File: src/rtl/mips_cpu_mem_access.sv
// mips_cpu_mem_access: data-memory access unit issuing one Avalon-MM transaction per load/store,
// with lane selection, store replication, load extraction/extension and a CPU stall.
module mips_cpu_mem_access #(
    parameter int ADDR_W = 32
) (
    input  logic              clk,
    input  logic              rst_n,
    input  logic              mem_read_i,
    input  logic              mem_write_i,
    input  logic [1:0]        size_i,
    input  logic              signed_byte_i,
    input  logic [ADDR_W-1:0] eff_addr_i,
    input  logic [31:0]       store_data_i,
    output logic              stall_o,
    output logic              done_o,
    output logic [31:0]       load_data_o,
    output logic              access_err_o,
    output logic [ADDR_W-1:0] avm_address_o,
    output logic              avm_read_o,
    output logic              avm_write_o,
    output logic [3:0]        avm_byteenable_o,
    output logic [31:0]       avm_writedata_o,
    input  logic [31:0]       avm_readdata_i,
    input  logic              avm_waitrequest_i
);
    localparam logic [1:0] IDLE = 2'd0, BUS = 2'd1, DONE = 2'd2;

    logic [1:0]        state_q, state_d, off_q, off_d, size_q, size_d;
    logic              rd_q, rd_d, sgn_q, sgn_d, err_q, err_d;
    logic [ADDR_W-1:0] addr_q, addr_d;
    logic [3:0]        be_q, be_d;
    logic [31:0]       wd_q, wd_d, ld_q, ld_d, ext;
    logic [15:0]       lane_h;
    logic [7:0]        lane_b;
    logic              req, illegal;

    assign req     = mem_read_i | mem_write_i;
    assign illegal = (mem_read_i & mem_write_i) | (size_i == 2'b11)
                   | (size_i == 2'b00 && eff_addr_i[1:0] != 2'b00)
                   | (size_i == 2'b01 && eff_addr_i[0]);

    // Extraction uses the offset captured at request time, not the live address.
    assign lane_b = avm_readdata_i[{off_q, 3'b000} +: 8];
    assign lane_h = off_q[1] ? avm_readdata_i[31:16] : avm_readdata_i[15:0];
    assign ext    = size_q == 2'b00 ? avm_readdata_i
                  : size_q == 2'b01 ? {{16{sgn_q & lane_h[15]}}, lane_h}
                  : {{24{sgn_q & lane_b[7]}}, lane_b};

    always_comb begin
        state_d = state_q;
        off_d   = off_q;
        size_d  = size_q;
        rd_d    = rd_q;
        sgn_d   = sgn_q;
        err_d   = err_q;
        addr_d  = addr_q;
        be_d    = be_q;
        wd_d    = wd_q;
        ld_d    = ld_q;
        case (state_q)
            IDLE: if (req) begin
                err_d   = illegal;
                state_d = illegal ? DONE : BUS;
                if (!illegal) begin
                    addr_d = {eff_addr_i[ADDR_W-1:2], 2'b00};
                    off_d  = eff_addr_i[1:0];
                    size_d = size_i;
                    sgn_d  = signed_byte_i;
                    rd_d   = mem_read_i;
                    be_d   = size_i == 2'b00 ? 4'b1111
                           : size_i == 2'b01 ? (eff_addr_i[1] ? 4'b1100 : 4'b0011)
                           : 4'b0001 << eff_addr_i[1:0];
                    wd_d   = size_i == 2'b00 ? store_data_i
                           : size_i == 2'b01 ? {2{store_data_i[15:0]}}
                           : {4{store_data_i[7:0]}};
                end
            end
            BUS: if (!avm_waitrequest_i) begin
                state_d = DONE;
                ld_d    = rd_q ? ext : ld_q;
            end
            default: state_d = IDLE;
        endcase
    end

    always_ff @(posedge clk or negedge rst_n) begin
        if (!rst_n) begin
            state_q <= IDLE;
            off_q   <= '0;
            size_q  <= '0;
            rd_q    <= 1'b0;
            sgn_q   <= 1'b0;
            err_q   <= 1'b0;
            addr_q  <= '0;
            be_q    <= '0;
            wd_q    <= '0;
            ld_q    <= '0;
        end else begin
            state_q <= state_d;
            off_q   <= off_d;
            size_q  <= size_d;
            rd_q    <= rd_d;
            sgn_q   <= sgn_d;
            err_q   <= err_d;
            addr_q  <= addr_d;
            be_q    <= be_d;
            wd_q    <= wd_d;
            ld_q    <= ld_d;
        end
    end

    assign stall_o          = (state_q == IDLE && req) || state_q == BUS;
    assign done_o           = state_q == DONE;
    assign access_err_o     = state_q == DONE && err_q;
    assign load_data_o      = ld_q;
    assign avm_address_o    = addr_q;
    assign avm_read_o       = state_q == BUS && rd_q;
    assign avm_write_o      = state_q == BUS && !rd_q;
    assign avm_byteenable_o = be_q;
    assign avm_writedata_o  = wd_q;
endmodule
File: config.mk
export PLATFORM = sky130hd
export DESIGN_NAME = mips_cpu_mem_access
export DESIGN_NICKNAME = d
export VERILOG_FILES = /design/src/rtl/mips_cpu_mem_access.sv
export SDC_FILE = /design/constraint.sdc
export NUM_CORES = 1
export LEC_CHECK = 0
export CORE_ASPECT_RATIO = 0.7
export CORE_MARGIN = 1
export CORE_UTILIZATION = 44
export DETAILED_ROUTE_END_ITERATION = 7
export GPL_ROUTABILITY_DRIVEN = 0
export GPL_TIMING_DRIVEN = 1
export PLACE_DENSITY_LB_ADDON = 0.3
export SLEW_MARGIN = 20
export SYNTH_ARGS = -nofsm -noshare
export SYNTH_HDL_FRONTEND = slang
export SYNTH_SLANG_ARGS = --single-unit
File: constraint.sdc
create_clock -name clk -period 1.9 [get_ports clk]
set_input_delay 0.19 -clock clk [delete_from_list [all_inputs] [get_ports clk]]
set_output_delay 0.19 -clock clk [all_outputs]
set_load 0.02 [all_outputs]
# Word-level counts from Yosys, hierarchy flattened
# Cells that the tools add are included.
# W data, S select, Z words.
# totals
word_cells,56
register_bits,107
out_inout_bits,105
inputBits,104
# op_classes
bitwise,9
shifts,2
n_eq_ne,7
n_reduce_logical,16
muxes,12
# op_table
cell,n
$mux W32,4
$shiftx A32 B6 Y8,1
$mux W16,1
$mux W4,3
$eq A2 B1 Y1 const B,3
$logic_and A1 B1 Y1,6
$logic_not A2 Y1,3
$mux W2,3
$reduce_and A3 Y1,2
$eq A2 B2 Y1 const B,2
$ne A2 B2 Y1 const B,2
$or A1 B1 Y1,4
$pmux W2 S2,1
$reduce_and A2 Y1,2
$shl A1 B2 Y4 const A,1
$and A1 B1 Y1,3
$not A1 Y1,2
$reduce_bool A2 Y1,1
$logic_not A1 Y1,1
$logic_or A1 B1 Y1,1

# Depth between registers and ports, before layout
# Gate-level depths: netlist of the first run.
# depth
depth_word,7
ltp_mapped,7
mapped_depth_nobuf,4

# Worst setup path after synthesis of the first run
# OpenSTA, ideal clock, no wires.
# synth_timing
path_type,reg2reg
startpoint,register off_q[1]
endpoint,"register ld_q[10], in the netlist load_data_o[10]"
required_ns,1.754
path_slack_ns,0.256
arrival_ns,1.498
synth_period_minus_slack_ns,1.644
path_stages_with_launch,5
path_buffers,1
setup_ns,0.146
cell_sequence,dfrtp_1 buf_2 mux4_2 a311oi_4 a211oi_1
# synth_via
elab_chain_cells,4
elab_cells_between_ends,5
classes_between,shift: 1; mux: 3; bitwise: 1
# synth_rtl
element,line_no,text
start: declaration,28,"logic [1:0] state_q, state_d, off_q, off_d, size_q, size_d;"
start signal: assignment,89,off_q <= '0;
start signal: assignment,100,off_q <= off_d;
$shiftx A32 B6 Y8,43,"assign lane_b = avm_readdata_i[{off_q, 3'b000} +: 8];"
$and A1 B1 Y1,47,": {{24{sgn_q & lane_b[7]}}, lane_b};"
$mux W32 (*),46,": size_q == 2'b01 ? {{16{sgn_q & lane_h[15]}}, lane_h}"
$mux W32 (*),45,assign ext = size_q == 2'b00 ? avm_readdata_i
end signal: assignment,108,ld_q <= ld_d;
end: declaration,32,"logic [31:0] wd_q, wd_d, ld_q, ld_d, ext;"
# Every way passes the cells marked *; elsewhere a longest branch is shown, timed or not.
# A chain may end at the register's enable or synchronous reset.

# Worst setup path after layout of the first run
# layout_timing
startpoint,register state_q[0]
endpoint,output port done_o
# layout_via
elab_chain_cells,1
# layout_rtl
element,line_no,text
start: declaration,28,
start signal: assignment,99,state_q <= state_d;
$eq A2 B2 Y1,113,assign done_o = state_q == DONE;
end: declaration,15,"output logic done_o,"
# No other way between the ends.

==> impl_metrics.tcl, run 1 <==
set metrics [dict create \
    outcome "finished, final reports clean" \
    htree_levels 3 \
    yosysWarnings 0 \
    ant_nets 0 \
    pin_count 209 \
    crit_start "state_q[0]$_DFFE_PN0P_" \
    worstPathRequired_ns 1.71 \
    r2r-start "off_q[1]$_DFFE_PN0P_" \
    wl_per_cell_um 17.75 \
    io_buffers 206 \
    dp_hpwl_um 11260 \
    grt_start_max_net_pins 41 \
    num_antenna_cells 0 \
    yosysSeqAreaShare_pct 50.99 \
    fp.dieH_um 93.40 \
    period_share_pct 94.98 \
    antenna_found_initial 0 \
    fin_setup_tns_ns 0 \
    multiInputGateArea_um2 2333 \
    final_cell_area_um2 7965 \
    clk_latency_ns 0.35 \
    synth_seq_cells 107 \
    cts_buffers 9 \
    fmax_ghz 0.5541 \
    dieArea_um2 12380 \
    syn2layout_area_growth_pct 51.68 \
    ys_async_sr_fraction_pct 100.0 \
    numClockSinks 107 \
    cts_tree "done" \
    dp_cells 819 \
    syn_inst 459 \
    maxCapViolations 0 \
    wl_um 14840 \
    ctsLongestPathBuffers 2 \
    p_per_area_nw_per_um2 1588 \
    row_count 32 \
    r2r_cells 4 \
    grt_pass1_wl_um 23890 \
    clkTransAtPathRegs_ns 0.07 \
    grt_usage_pct 24.87 \
    totalPowerFinal_mw 12.65 \
    hold_class "in2async" \
    synth_commonest_cells "dfrtp_1, mux2_2, nand2_1" \
    grt_setup_unrepaired "no" \
    synth_area_um2 5251 \
    synth_edf_count 0 \
    drive_gt1_share_pct 22.11 \
    drv_slew 0 \
    place_area_um2 7654 \
    crit_type "reg2out" \
    num_vias 4517 \
    reg2reg_to "load_data_o[12]$_DFFE_PN0P_" \
    critical_path_arrival_ns 1.61 \
    final_nets 782 \
    yosysUniqueCellTypes 44 \
    synthFlopType "dfrtp_1" \
    die_w_um 132.6 \
    start_kind "flip-flop" \
    r2r_setup_slack_ns 0.20 \
    synth_most_common_cell "dfrtp_1" \
    fin_cells 836 \
    synthTopCellsByArea "dfrtp_1, mux2_2, mux2i_1" \
    fin_crit_ns 1.805 \
    grt_pass1_vias 4496 \
    regArea_um2 2679 \
    peakVddDrop_uv 739.5 \
    via_per_inst 5.403 \
    core_um2 11330 \
    drc_errors 0 \
    leakage_nw 3.436 \
    hold_viol_final 0 \
    grt_remaining_overflow 0 \
    cts_root_buffer "clkbuf_16" \
    first_pass_iters 5 \
    fin_util_pct 70.30 \
    post_cts_buffers 0 \
    critPathCapture "done_o" \
    start_util_pct 46.34 \
    worstPathMaxFanout 7 \
    skew_ns 0.008899 \
    fillers 836 \
    syn_area_per_cell_um2 11.44 \
    finalSetupViolCount 0 \
    synth_top_area_cell "dfrtp_1" \
    drt_iter0_drc 375 \
    critPathCaptureType "primary output" \
    synth_top_area_share_pct 50.99 \
]
==> logic make-up after synthesis <==
| family | share of synthesized area [%] |
|---|---|
| simple gates | 12.18 |
| flops | 50.99 |
| mux | 22.40 |
| compound gates | 9.221 |
| buf+inv | 4.980 |
| xor+xnor | 0.1668 |
| other cells | 0.07141 |
==> placed cells by master (no fill, tap or decap), types with 6 or more instances in the layout <==
master and count:
nand2b_1 6, buf_4 32, or2_2 8, mux2i_1 23, buf_12 6, mux2_2 82
a211oi_1 10, nor2_1 16, clkbuf_16 9, inv_1 11, nor3_1 9, o21ai_0 24
nand3_1 31, clkdlybuf4s50_1 201, dfrtp_1 106, nand2_1 39
==> how the worst min path moves through the flow <==
stage	startpoint	end	slack, ns	cells after the start
floorplan	rst_n	avm_address_o[10]$_DFFE_PN0P_	-0.11	0
global placement	rst_n	avm_address_o[26]$_DFFE_PN0P_	0.17	1
detailed placement	rst_n	avm_address_o[24]$_DFFE_PN0P_	0.18	1
CTS	rst_n	avm_address_o[27]$_DFFE_PN0P_	0.34	2
global route	rst_n	avm_address_o[30]$_DFFE_PN0P_	0.39	2
finish	rst_n	avm_address_o[24]$_DFFE_PN0P_	0.33	2
==> report_power, final <==
group,switching (mW),internal [mW]
clock network,0.880,1.03
logic,3.19,3.43
registers,0.705,3.41
==> timing repair <==
action | 4_1_cts | 5_1_grt
setup endpoints to repair | 3 | 1
hold endpoints to repair | 31 | 0
hold buffers | 1 | 0
resized for setup | 5 | 1
==> sequential cells by signal, indices dropped and copies added, names as in the netlist <==
signal,cells
size_q,2
err_q,1
avm_address_o,30
off_q,2
avm_writedata_o,32
rd_q,1
state_q,2
avm_byteenable_o,4
sgn_q,1
load_data_o,32
==> area by class of cell <==
| cell class | count | share of cell area [%] |
|---|---|---|
| sequential | 107 | 33.63 |
| timing repair buffer | 244 | 30.40 |
| multi-input combinational | 305 | 29.30 |
| clock buffer | 9 | 2.828 |
| tap | 153 | 2.403 |
| clock inverter | 7 | 0.9268 |
| inverter | 11 | 0.5184 |
==> critical path, stage by stage (launching register included) <==
cell	delay (ns)
dfrtp_1	0.45
nor2b_1	0.19
clkdlybuf4s50_1	0.64
==> metrics by stage <==
stage | setup WS, ns | hold slack [ns]
detailed placement | -0.05322 | 0.1795
finish | 0.09543 | 0.3287
global placement | -0.02705 | 0.1683
global route | 0.004960 | 0.3909
floorplan | 0.2562 | -0.1056
CTS | 0.03886 | 0.3391
==> per-layer routing <==
metal	share of wire (%)	wire, um	vias to the layer above	global-route usage (%)
li1	-	-	2074	-
met5	0	0	-	0
met1	44	6591	2203	33.87
met2	47	6970	214	39.96
met3	6.8	1016	26	5.257
met4	1.7	257	0	7.567
No activity file was read; power rests on OpenSTA's default activity.
==> run 2, diff against run 1 <==
--- a/config.mk
+++ b/config.mk
@@ -11,7 +11,7 @@
 export DETAILED_ROUTE_END_ITERATION = 7
 export GPL_ROUTABILITY_DRIVEN = 0
 export GPL_TIMING_DRIVEN = 1
-export PLACE_DENSITY_LB_ADDON = 0.3
+export PLACE_DENSITY = 0.83
 export SLEW_MARGIN = 20
 export SYNTH_ARGS = -nofsm -noshare
 export SYNTH_HDL_FRONTEND = slang
==> impl_metrics.tcl, run 2 (synthesis results as in run 1) <==
set metrics [dict create \
    grt_pass1_vias 4436 \
    drive_gt1_share_pct 22.34 \
    p_clk_share_pct 14.3 \
    critPathCaptureType "primary output" \
    cts_buffers 9 \
    row_count 32 \
    die_w_um 132.6 \
    worstPathMaxFanout 5 \
    fin_setup_tns_ns 0 \
    finalSetupViolCount 0 \
    fp.dieH_um 93.40 \
    cpPeakStageDelay_ns 0.64 \
    syn2layout_area_growth_pct 51.27 \
    post-place-ws_ns -0.04163 \
    clkTransAtPathRegs_ns 0.07 \
    antenna_found_initial 0 \
    io_buffers 206 \
    pin_count 209 \
    fin_ws_ns 0.08769 \
    numClockSinks 107 \
    cts_root_buffer "clkbuf_16" \
    grt_start_max_net_pins 61 \
    drt_iter0_drc 263 \
    post_cts_buffers 0 \
    p_seq_share_pct 32.8 \
    swShare_pct 37.89 \
    slowest_stage "clkdlybuf4s50_1" \
    p_per_area_nw_per_um2 1580 \
    leakage_nw 3.430 \
    final_common_cell "clkdlybuf4s50_1" \
    skew_ns 0.009736 \
    final_nets 784 \
    drc_errors 0 \
    hold_ws_ns 0.3436 \
    dieArea_um2 12380 \
    fin_crit_ns 1.812 \
    worstPathCellList "nor2b_1 > clkdlybuf4s50_1" \
    worstPathRequired_ns 1.71 \
    num_vias 4414 \
    grt_usage_pct 23.94 \
    start_util_pct 46.34 \
    critPathBufInv 1 \
    mostFrequentLayoutCells "clkdlybuf4s50_1, dfrtp_1, mux2_2" \
    core_um2 11330 \
    num_antenna_cells 0 \
    outcome "finished, final reports clean" \
    critical_path_arrival_ns 1.62 \
    crit_start "state_q[1]$_DFFE_PN0P_" \
    period_share_pct 95.38 \
    htree_levels 3 \
    drv_slew 0 \
    grt_pass1_wl_um 23040 \
    grt_remaining_overflow 0 \
    combPwrFrac_pct 53.0 \
    first_pass_iters 4 \
    crit_type "reg2out" \
    fin_util_pct 70.11 \
    wl_per_cell_um 17.30 \
    maxCapViolations 0 \
    intPower_mw 7.794 \
    grt_setup_unrepaired "no" \
    r2r-start "state_q[0]$_DFFE_PN0P_" \
    start_kind "flip-flop" \
    power_switching_mw 4.756 \
    ctsLongestPathBuffers 2 \
    peakVddDrop_uv 836.7 \
    via_per_inst 5.267 \
    hold_viol_final 0 \
    dp_hpwl_um 11340 \
    fmax_ghz 0.5518 \
    cts_tree "done" \
    wl_um 14500 \
    ant_nets 0 \
    crit_family "buffers and inverters" \
    hold_class "in2async" \
    clk_latency_ns 0.34 \
]
-- run 2: final timing paths --
kind / endpoint / slack (ns) / depth (start not counted)
max in group asynchronous: state_q[1]$_DFFE_PN0P_ / 0.87 / 3
min in group clk: avm_address_o[31]$_DFFE_PN0P_ / 0.46 / 2
worst max-delay path: done_o / 0.09 / 2
worst min-delay path: avm_address_o[15]$_DFFE_PN0P_ / 0.34 / 2
worst min register to register: load_data_o[25]$_DFFE_PN0P_ / 0.49 / 2
worst max register to register: load_data_o[29]$_DFFE_PN0P_ / 0.20 / 6
-- run 2: per-stage QoR --
step | power (mW) | std cells | area, um^2
3_5_place_dp | 10.82 | 821 | 7644
5_1_grt | 13.22 | 838 | 7944
3_3_place_gp | 10.58 | 821 | 7644
4_1_cts | 12.64 | 838 | 7941
2_1_floorplan | 7.586 | 460 | 5255
6_report | 12.55 | 838 | 7944
-- run 2: what timing repair did --
action / in CTS / in global routing
hold buffers: 1 / 0
cloned: 0 / 0
pin swaps: 0 / 0
resized for setup: 5 / 1
setup endpoints to repair: 3 / 1
endpoints found under the hold margin: 31 / 0
-- run 2: power groups by stage --
stage | combinational [mW] | clock (mW) | sequential [mW]
after floorplan | 2.27 | 0 | 5.31
after global placement | 6.51 | 0 | 4.08
after detailed placement | 6.67 | 0 | 4.15
after CTS | 6.69 | 1.84 | 4.11
after global routing | 7.04 | 1.93 | 4.25
final | 6.65 | 1.79 | 4.11
-- run 2: worst register-to-register path: stages, from the launching register on --
cell      delay [ns]
dfrtp_1         0.45
nor2b_2         0.27
nand3b_1        0.25
buf_4           0.25
buf_4           0.18
nand2_1         0.09
nand3_1         0.09
-- run 2: layout make-up --
type / instances / area [um^2]
inverters: 11 / 41.29
well taps: 153 / 191.4
multi-input cells: 305 / 2333
clock buffers: 10 / 239.0
flip-flops and latches: 107 / 2679
fillers: 834 / 3387
clock inverters: 6 / 48.80
repair buffers: 246 / 2411
-- run 2: per-layer routing --
metal	track usage, %	vias up	routed length (um)
met4	5.843	0	177
met2	38.90	184	6643
met5	0	-	0
met1	31.97	2139	6601
li1	-	2073	-
met3	6.341	18	1080
